### src/rtl/pc_return_stack.sv
`default_nettype none
// ============================================================================
//  Module      : pc_return_stack
//  Description : LIFO return-address stack feeding PC mux input 1. Pushes on
//                CALL (PC+1) or interrupt entry (PC), pops on RET/RETI, with
//                sticky overflow/underflow flags.
//  Revision    : 1.0  initial release
// ============================================================================
module pc_return_stack #(
    parameter int ADDR_W = 10,
    parameter int DEPTH  = 16,
    localparam int LVL_W = $clog2(DEPTH) + 1
) (
    input  logic              CLK,
    input  logic              RST,
    input  logic [ADDR_W-1:0] PC_COUNT,
    input  logic              PUSH,
    input  logic              INT_PUSH,
    input  logic              POP,
    output logic [ADDR_W-1:0] FROM_STACK,
    output logic [LVL_W-1:0]  SP_LEVEL,
    output logic              EMPTY,
    output logic              FULL,
    output logic              OVF,
    output logic              UNF
);

    localparam int IDX_W = $clog2(DEPTH);

    localparam logic [IDX_W-1:0]  c_IDX_ONE   = IDX_W'(1);
    localparam logic [LVL_W-1:0]  c_LVL_ONE   = LVL_W'(1);
    localparam logic [LVL_W-1:0]  c_LVL_DEPTH = LVL_W'(DEPTH);
    localparam logic [ADDR_W-1:0] c_ADDR_ONE  = ADDR_W'(1);

    logic [ADDR_W-1:0] r_mem [DEPTH];
    logic [LVL_W-1:0]  r_level;
    logic              r_ovf;
    logic              r_unf;

    logic              w_push;
    logic              w_empty;
    logic              w_full;
    logic [ADDR_W-1:0] w_push_val;
    logic [IDX_W-1:0]  w_top_idx;
    logic              w_wr_en;
    logic [IDX_W-1:0]  w_wr_idx;
    logic [LVL_W-1:0]  w_level_nxt;
    logic              w_set_ovf;
    logic              w_set_unf;

    assign w_push     = PUSH | INT_PUSH;
    assign w_empty    = (r_level == '0);
    assign w_full     = (r_level == c_LVL_DEPTH);
    assign w_push_val = INT_PUSH ? PC_COUNT : (PC_COUNT + c_ADDR_ONE);
    // Modulo arithmetic on the low bits maps level DEPTH to index DEPTH-1.
    assign w_top_idx  = r_level[IDX_W-1:0] - c_IDX_ONE;

    always_comb begin
        w_wr_en     = 1'b0;
        w_wr_idx    = r_level[IDX_W-1:0];
        w_level_nxt = r_level;
        w_set_ovf   = 1'b0;
        w_set_unf   = 1'b0;
        if (w_push && POP && !w_empty) begin
            // Simultaneous push/pop replaces the top in place, even when full.
            w_wr_en  = 1'b1;
            w_wr_idx = w_top_idx;
        end else if (w_push && !w_full) begin
            w_wr_en     = 1'b1;
            w_level_nxt = r_level + c_LVL_ONE;
        end else if (w_push) begin
            w_set_ovf = 1'b1;
        end else if (POP && !w_empty) begin
            w_level_nxt = r_level - c_LVL_ONE;
        end else if (POP) begin
            w_set_unf = 1'b1;
        end
    end

    always_ff @(posedge CLK) begin
        if (RST) begin
            r_level <= '0;
            r_ovf   <= 1'b0;
            r_unf   <= 1'b0;
        end else begin
            r_level <= w_level_nxt;
            r_ovf   <= r_ovf | w_set_ovf;
            r_unf   <= r_unf | w_set_unf;
        end
    end

    always_ff @(posedge CLK) begin
        if (!RST && w_wr_en) begin
            r_mem[w_wr_idx] <= w_push_val;
        end
    end

    assign FROM_STACK = w_empty ? '0 : r_mem[w_top_idx];
    assign SP_LEVEL   = r_level;
    assign EMPTY      = w_empty;
    assign FULL       = w_full;
    assign OVF        = r_ovf;
    assign UNF        = r_unf;

endmodule
`default_nettype wire

### config.mk
export PLATFORM = sky130hd
export DESIGN_NAME = pc_return_stack
export DESIGN_NICKNAME = d
export VERILOG_FILES = /design/src/rtl/pc_return_stack.sv
export SDC_FILE = /design/constraint.sdc
export NUM_CORES = 1
export LEC_CHECK = 0
export ABC_AREA = 1
export BUFFER_PORTS_ARGS = -buffer_cell sky130_fd_sc_hd__buf_4
export CORE_ASPECT_RATIO = 1.4
export CORE_MARGIN = 5
export CORE_UTILIZATION = 45
export DETAILED_ROUTE_END_ITERATION = 10
export SETUP_SLACK_MARGIN = 0.3
export SKIP_CTS_REPAIR_TIMING = 1
export SLEW_MARGIN = 20
export SYNTH_ARGS = -nofsm -noshare
export SYNTH_HDL_FRONTEND = slang
export SYNTH_SLANG_ARGS = --single-unit
export TNS_END_PERCENT = 30
### constraint.sdc
create_clock -name CLK -period 4 [get_ports CLK]
set_input_delay 0.8 -clock CLK [delete_from_list [all_inputs] [get_ports CLK]]
set_output_delay 0.8 -clock CLK [all_outputs]
set_load 0.02 [all_outputs]
* Word-level counts from Yosys, hierarchy flattened
Memory sizes are Yosys's and may differ from the RTL's.
Index checks and enable logic that the tools add are counted.
** Word-level totals
- Flip-flop bits (word level) :: 7
- Bits in writable memories :: 160
- Input port bits :: 15
- Memories kept :: 1
** Operators by class
- Add/sub/neg operators :: 4
- Equality and inequality tests :: 2
- Multiplexer cells :: 18
- Bitwise gates (word level) :: 4
- Reductions and logical operators :: 11
** Memory list
- r_mem :: words 16, bits a word 10, read ports 1, clocked after memory_dff 0, wr ports 1, line 35 : logic [ADDR_W-1:0] r_mem [DEPTH];
** Operator list (count)
- 10-bit two-way mux :: 2
- 5-bit two-way mux :: 3
- 1-bit two-way mux :: 12
- 10-bit by 1-bit adder with 10-bit output, second input constant :: 1
- 5-bit by 1-bit adder with 5-bit output, second input constant :: 1
- 5-bit == test, second input constant :: 1
- 1-bit logical AND :: 5
- 5-bit zero test :: 1
- 5-bit by 1-bit subtractor with 5-bit output, second input constant :: 1
- 4-bit two-way mux :: 1
- 4-bit by 1-bit subtractor with 4-bit output, second input constant :: 1
- 1-bit zero test :: 3
- 1-bit OR :: 3
- 3-bit AND reduction :: 1
- 2-bit by 1-bit inequality test with 1-bit output, second input constant :: 1
- 2-bit nonzero test :: 1
- 1-bit NOT :: 1

* Logic depth before layout (Yosys ltp)
- Word-level depth :: 8
- Gate-level depth with buffers :: 17

* Worst setup path after synthesis
No wires, ideal clock.
- Kind :: register to output
- From :: register r_level[0], in the netlist SP_LEVEL[0]
- To :: output port FROM_STACK[8]
- Arrival :: 2.454 ns
- Required time :: 3.200 ns
- Slack :: 0.746 ns
- Stages on the path, launching flop included :: 12
- Buffers on the path :: 5
- Cells stage by stage :: dfxtp_1 -> buf_4 -> inv_2 -> buf_4 -> buf_2 -> ha_1 -> buf_2 -> clkbuf_1 -> o21ai_0 -> o211ai_1 -> nand3_1 -> a21oi_1
** Between the ends
- Cells in the longest elaborated chain, start to end :: 3
- Elaborated cells on any way between the ends :: 4
** RTL lines
- from (decl) :: line 36 : logic [LVL_W-1:0] r_level;
- from (signal assigned) :: line 86 : r_level <= w_level_nxt;
- 4-bit by 1-bit subtractor with 4-bit output :: line 56 : assign w_top_idx = r_level[IDX_W-1:0] - c_IDX_ONE;
- net w_top_idx[0] :: line 44 : logic [IDX_W-1:0] w_top_idx;
- memory read 16 x 10 bit
- 10-bit two-way mux :: line 98 : assign FROM_STACK = w_empty ? '0 : r_mem[w_top_idx];
- to (decl) :: line 20 : output logic [ADDR_W-1:0] FROM_STACK,
The timed path passes the listed nets, and every way through them passes these cells.

* Worst setup path after layout
- From :: register r_level[0], in the netlist SP_LEVEL[0]
- To :: output port FROM_STACK[6]
** Between the ends
- Cells in the longest elaborated chain, start to end :: 3
- Elaborated cells on any way between the ends :: 4
** RTL lines (line)
- 4-bit by 1-bit subtractor with 4-bit output :: 56
- memory read 16 x 10 bit
- 10-bit two-way mux (*) :: 98
Mark *: on every way between the ends. The rest lies on a longest branch, timed or not.

==> results.cfg <==
[clock_tree]
clock-root-buffer = clkbuf_16
clock_sink_count = 167
cts_max_path_buffers = 2
cts_tree = yes
clkLatencyLatePin_ns = 0.42
cts_inserted_buffers = 17
clk_pin_slew_worst_paths_ns = 0.07
htreeDepth = 4

[critical_path]
worstPathArrival_ns = 2.70
cp-end-kind = output pin
path_common_cell = buf_4
regToRegSetupSlack_ns = 0.95
critPathRequiredTime_ns = 3.20
crit_chain = inv_2, buf_4, ha_1, xnor2_2, buf_4, nand3_1, nand3_1, nand2_1, nor2_1, buf_4
critical-path-max-stage-delay_ns = 0.39
critical_path.max_fanout = 43
cell_with_the_largest_stage_delay_on_the_worst_path = buf_4
critical-path-top-delay-family = buffers and inverters
worst_r2r_startpoint = SP_LEVEL[1]$_SDFFE_PP0P_
timing.critical_path.from_type = register
path_buf_inv = 4
reg2regPathDepth = 9
timing_worst_setup_path_type = reg2out
crit-reg2reg-capture = r_mem[1][7]$_DFFE_PP_

[die]
floorplan.die.width_um = 117
core_area_um2 = 16000
boundaryPins = 34
floorplan.die_area_um2 = 18800
floorplan.rows = 55
die-height_um = 160
starting_density_of_the_core_pct = 45.3

[synthesis]
synth.ff_latch_count = 167
yosysTopAreaCellShare_pct = 66.2
ys.warnings.count = 0
synth.avg_cell_area_um2 = 10.9
synth_enable_flop_cells = 160
yosys.cell_types.count = 29
synth_largest_area_cell = edfxtp_1
postSynth.topFlopCell = edfxtp_1
asyncSetResetFlopFracSynth_pct = 0
mappedNetlistNets = 685
synth_sequential_area_ratio_pct = 68.1
postSynthCellCount = 663
synth_area_um2 = 7260
synth.area.top_cells = edfxtp_1 (66%), nand2_1 (9.8%), nand3_1 (7.8%)

[sta]
finalHoldWorstSlack_ns = 0.488
fin_worst_skew_ns = 0.00956
hold_violations = 0
timing.fmax_mhz = 286
final.setup.tns_ns = 0
worst_slew_margin_rel_pct = 38.1
finalSetupViolCount = 0
slew_viol_final = 0
grt_setup_unrepaired = false
post-route-period-util_pct = 87.5
timing.final.crit_period_ns = 3.50
worstMarginPinSlew_ns = 0.924

[outcome]
outcome = complete, no violations

[finish]
drive_above_1_share_pct = 15.4
n_antenna_cell = 0
syn_to_final_growth_pct = 15.9
layout.cells.most_common_list = nand2_1 (189), edfxtp_1 (160), nand3_1 (113)
most_common_library_cell_in_the_layout_ignoring_fill_and_taps = nand2_1
post_layout_nets = 731

[detailed_routing]
number_of_design_rule_violations_left_by_the_first_detailed_router_iteration = 514
totalWireLength_um = 16500
drt_pre_antenna_iters = 5
drc_errors = 0
detail_route.wl_per_cell_um = 18.0
post_drt_via_cell_ratio = 5.31
antenna_left = 0
dr_total_vias = 4891

[grt]
grt_pass1_vias = 4722
maximum_number_of_pins_on_one_net_before_global_route_repair = 84
grt-ovfl-total = 0
antenna_found_initial = 0
tot_gr_track_use_pct = 17.5
grt_pass1_wl_um = 25700

[worst_hold_path]
min_delay_path_depth = 2
hp-class = reg2reg
worstHoldEndpoint = OVF$_SDFF_PP0_
hp-start = OVF$_SDFF_PP0_

[power_and_ir_drop]
vdd_ir_drop_max_mv = 0.672
p_leak_nw = 3.21
power_per_cell_area_nw_per_um2 = 858

[placement]
hpwlAfterDp_um = 10400
buffer_ports.inserted = 33
gp_congestion = 0.880

[flow_run]
maxCapViolCount = 0
worst max-delay path by stage:
stage                                   startpoint                    end  slack (ns)  depth (start not counted)
after CTS                 SP_LEVEL[1]$_SDFFE_PP0P_          FROM_STACK[8]        0.38                         10
after global placement                    INT_PUSH  r_mem[1][2]$_DFFE_PP_        0.85                          9
final                     SP_LEVEL[0]$_SDFFE_PP0P_          FROM_STACK[6]        0.50                         10
after detailed placement                  INT_PUSH  r_mem[1][4]$_DFFE_PP_        0.81                          9
after global routing      SP_LEVEL[1]$_SDFFE_PP0P_          FROM_STACK[7]        0.32                         10
after floorplan           SP_LEVEL[0]$_SDFFE_PP0P_          FROM_STACK[8]        0.75                         11
layer usage:
layer | global-route usage (%) | wire length [um]
met5 | 0 | 0
met4 | 6.60 | 324
met3 | 3.22 | 795
met2 | 28.6 | 8280
met1 | 23.3 | 7150
per-stage QoR:
| step | instance area (um2) | worst slack (ns) | util [%] | std cells | total power [W] |
|---|---|---|---|---|---|
| finish | 8420 | 0.502 | 52.5 | 921 | 0.00722 |
| global route | 8420 | 0.315 | 52.5 | 921 | 0.00767 |
| CTS | 8410 | 0.382 | 52.4 | 921 | 0.00725 |
| detailed placement | 7810 | 0.815 | 48.7 | 889 | 0.00562 |
| global placement | 7810 | 0.851 | 48.7 | 889 | 0.00558 |
| floorplan | 7260 | 0.746 | - | 663 | 0.00445 |
worst min-delay path, stage by stage, from the launching register on:
cell,delay [ns]
dfxtp_1,0.33
a31oi_1,0.04
nor2_1,0.08
synth_stat cells, types with 3 or more instances:
cell      instances
clkbuf_1         14
nand2_2           4
dfxtp_1           7
nor2_1           47
buf_4             6
ha_1              6
buf_2            13
nor3_1            3
a21oi_1          34
xor2_1            7
o21ai_0          11
nand2_1         189
edfxtp_1        160
inv_1            25
xnor2_1           6
nand3_1         113
nor2_2            3
power by group:
part | switching, W | leakage, nW | internal [W]
Clock | 0.000694 | 0.293 | 0.000937
Sequential | 0.0000728 | 1.50 | 0.00213
Combinational | 0.00230 | 1.42 | 0.00108
Total | 0.00307 | 3.21 | 0.00415
sequential cells by signal, indices dropped and copies added, names as in the netlist:
register	cells
SP_LEVEL	5
r_mem	160
UNF	1
OVF	1
logic make-up after synthesis:
kind of cell               share of synthesized area, %
AOI/OAI and AO/OA                                  3.76
xor gates and xnor gates                           1.79
adders and majority gates                          1.31
buffers and inverters                              3.79
DFF                                                68.1
muxes                                             0.155
and+or+nand+nor                                    21.1
final cells by class:
class                      instances  area [um2]
inverter                          26        97.6
tap                              199         249
clock inverter                    15         168
fill                            1387        7620
clock buffer                      17         425
timing repair buffer              62         465
multi-input combinational        435        2060
sequential                       167        4950
Power figures use the tool's default switching activity.
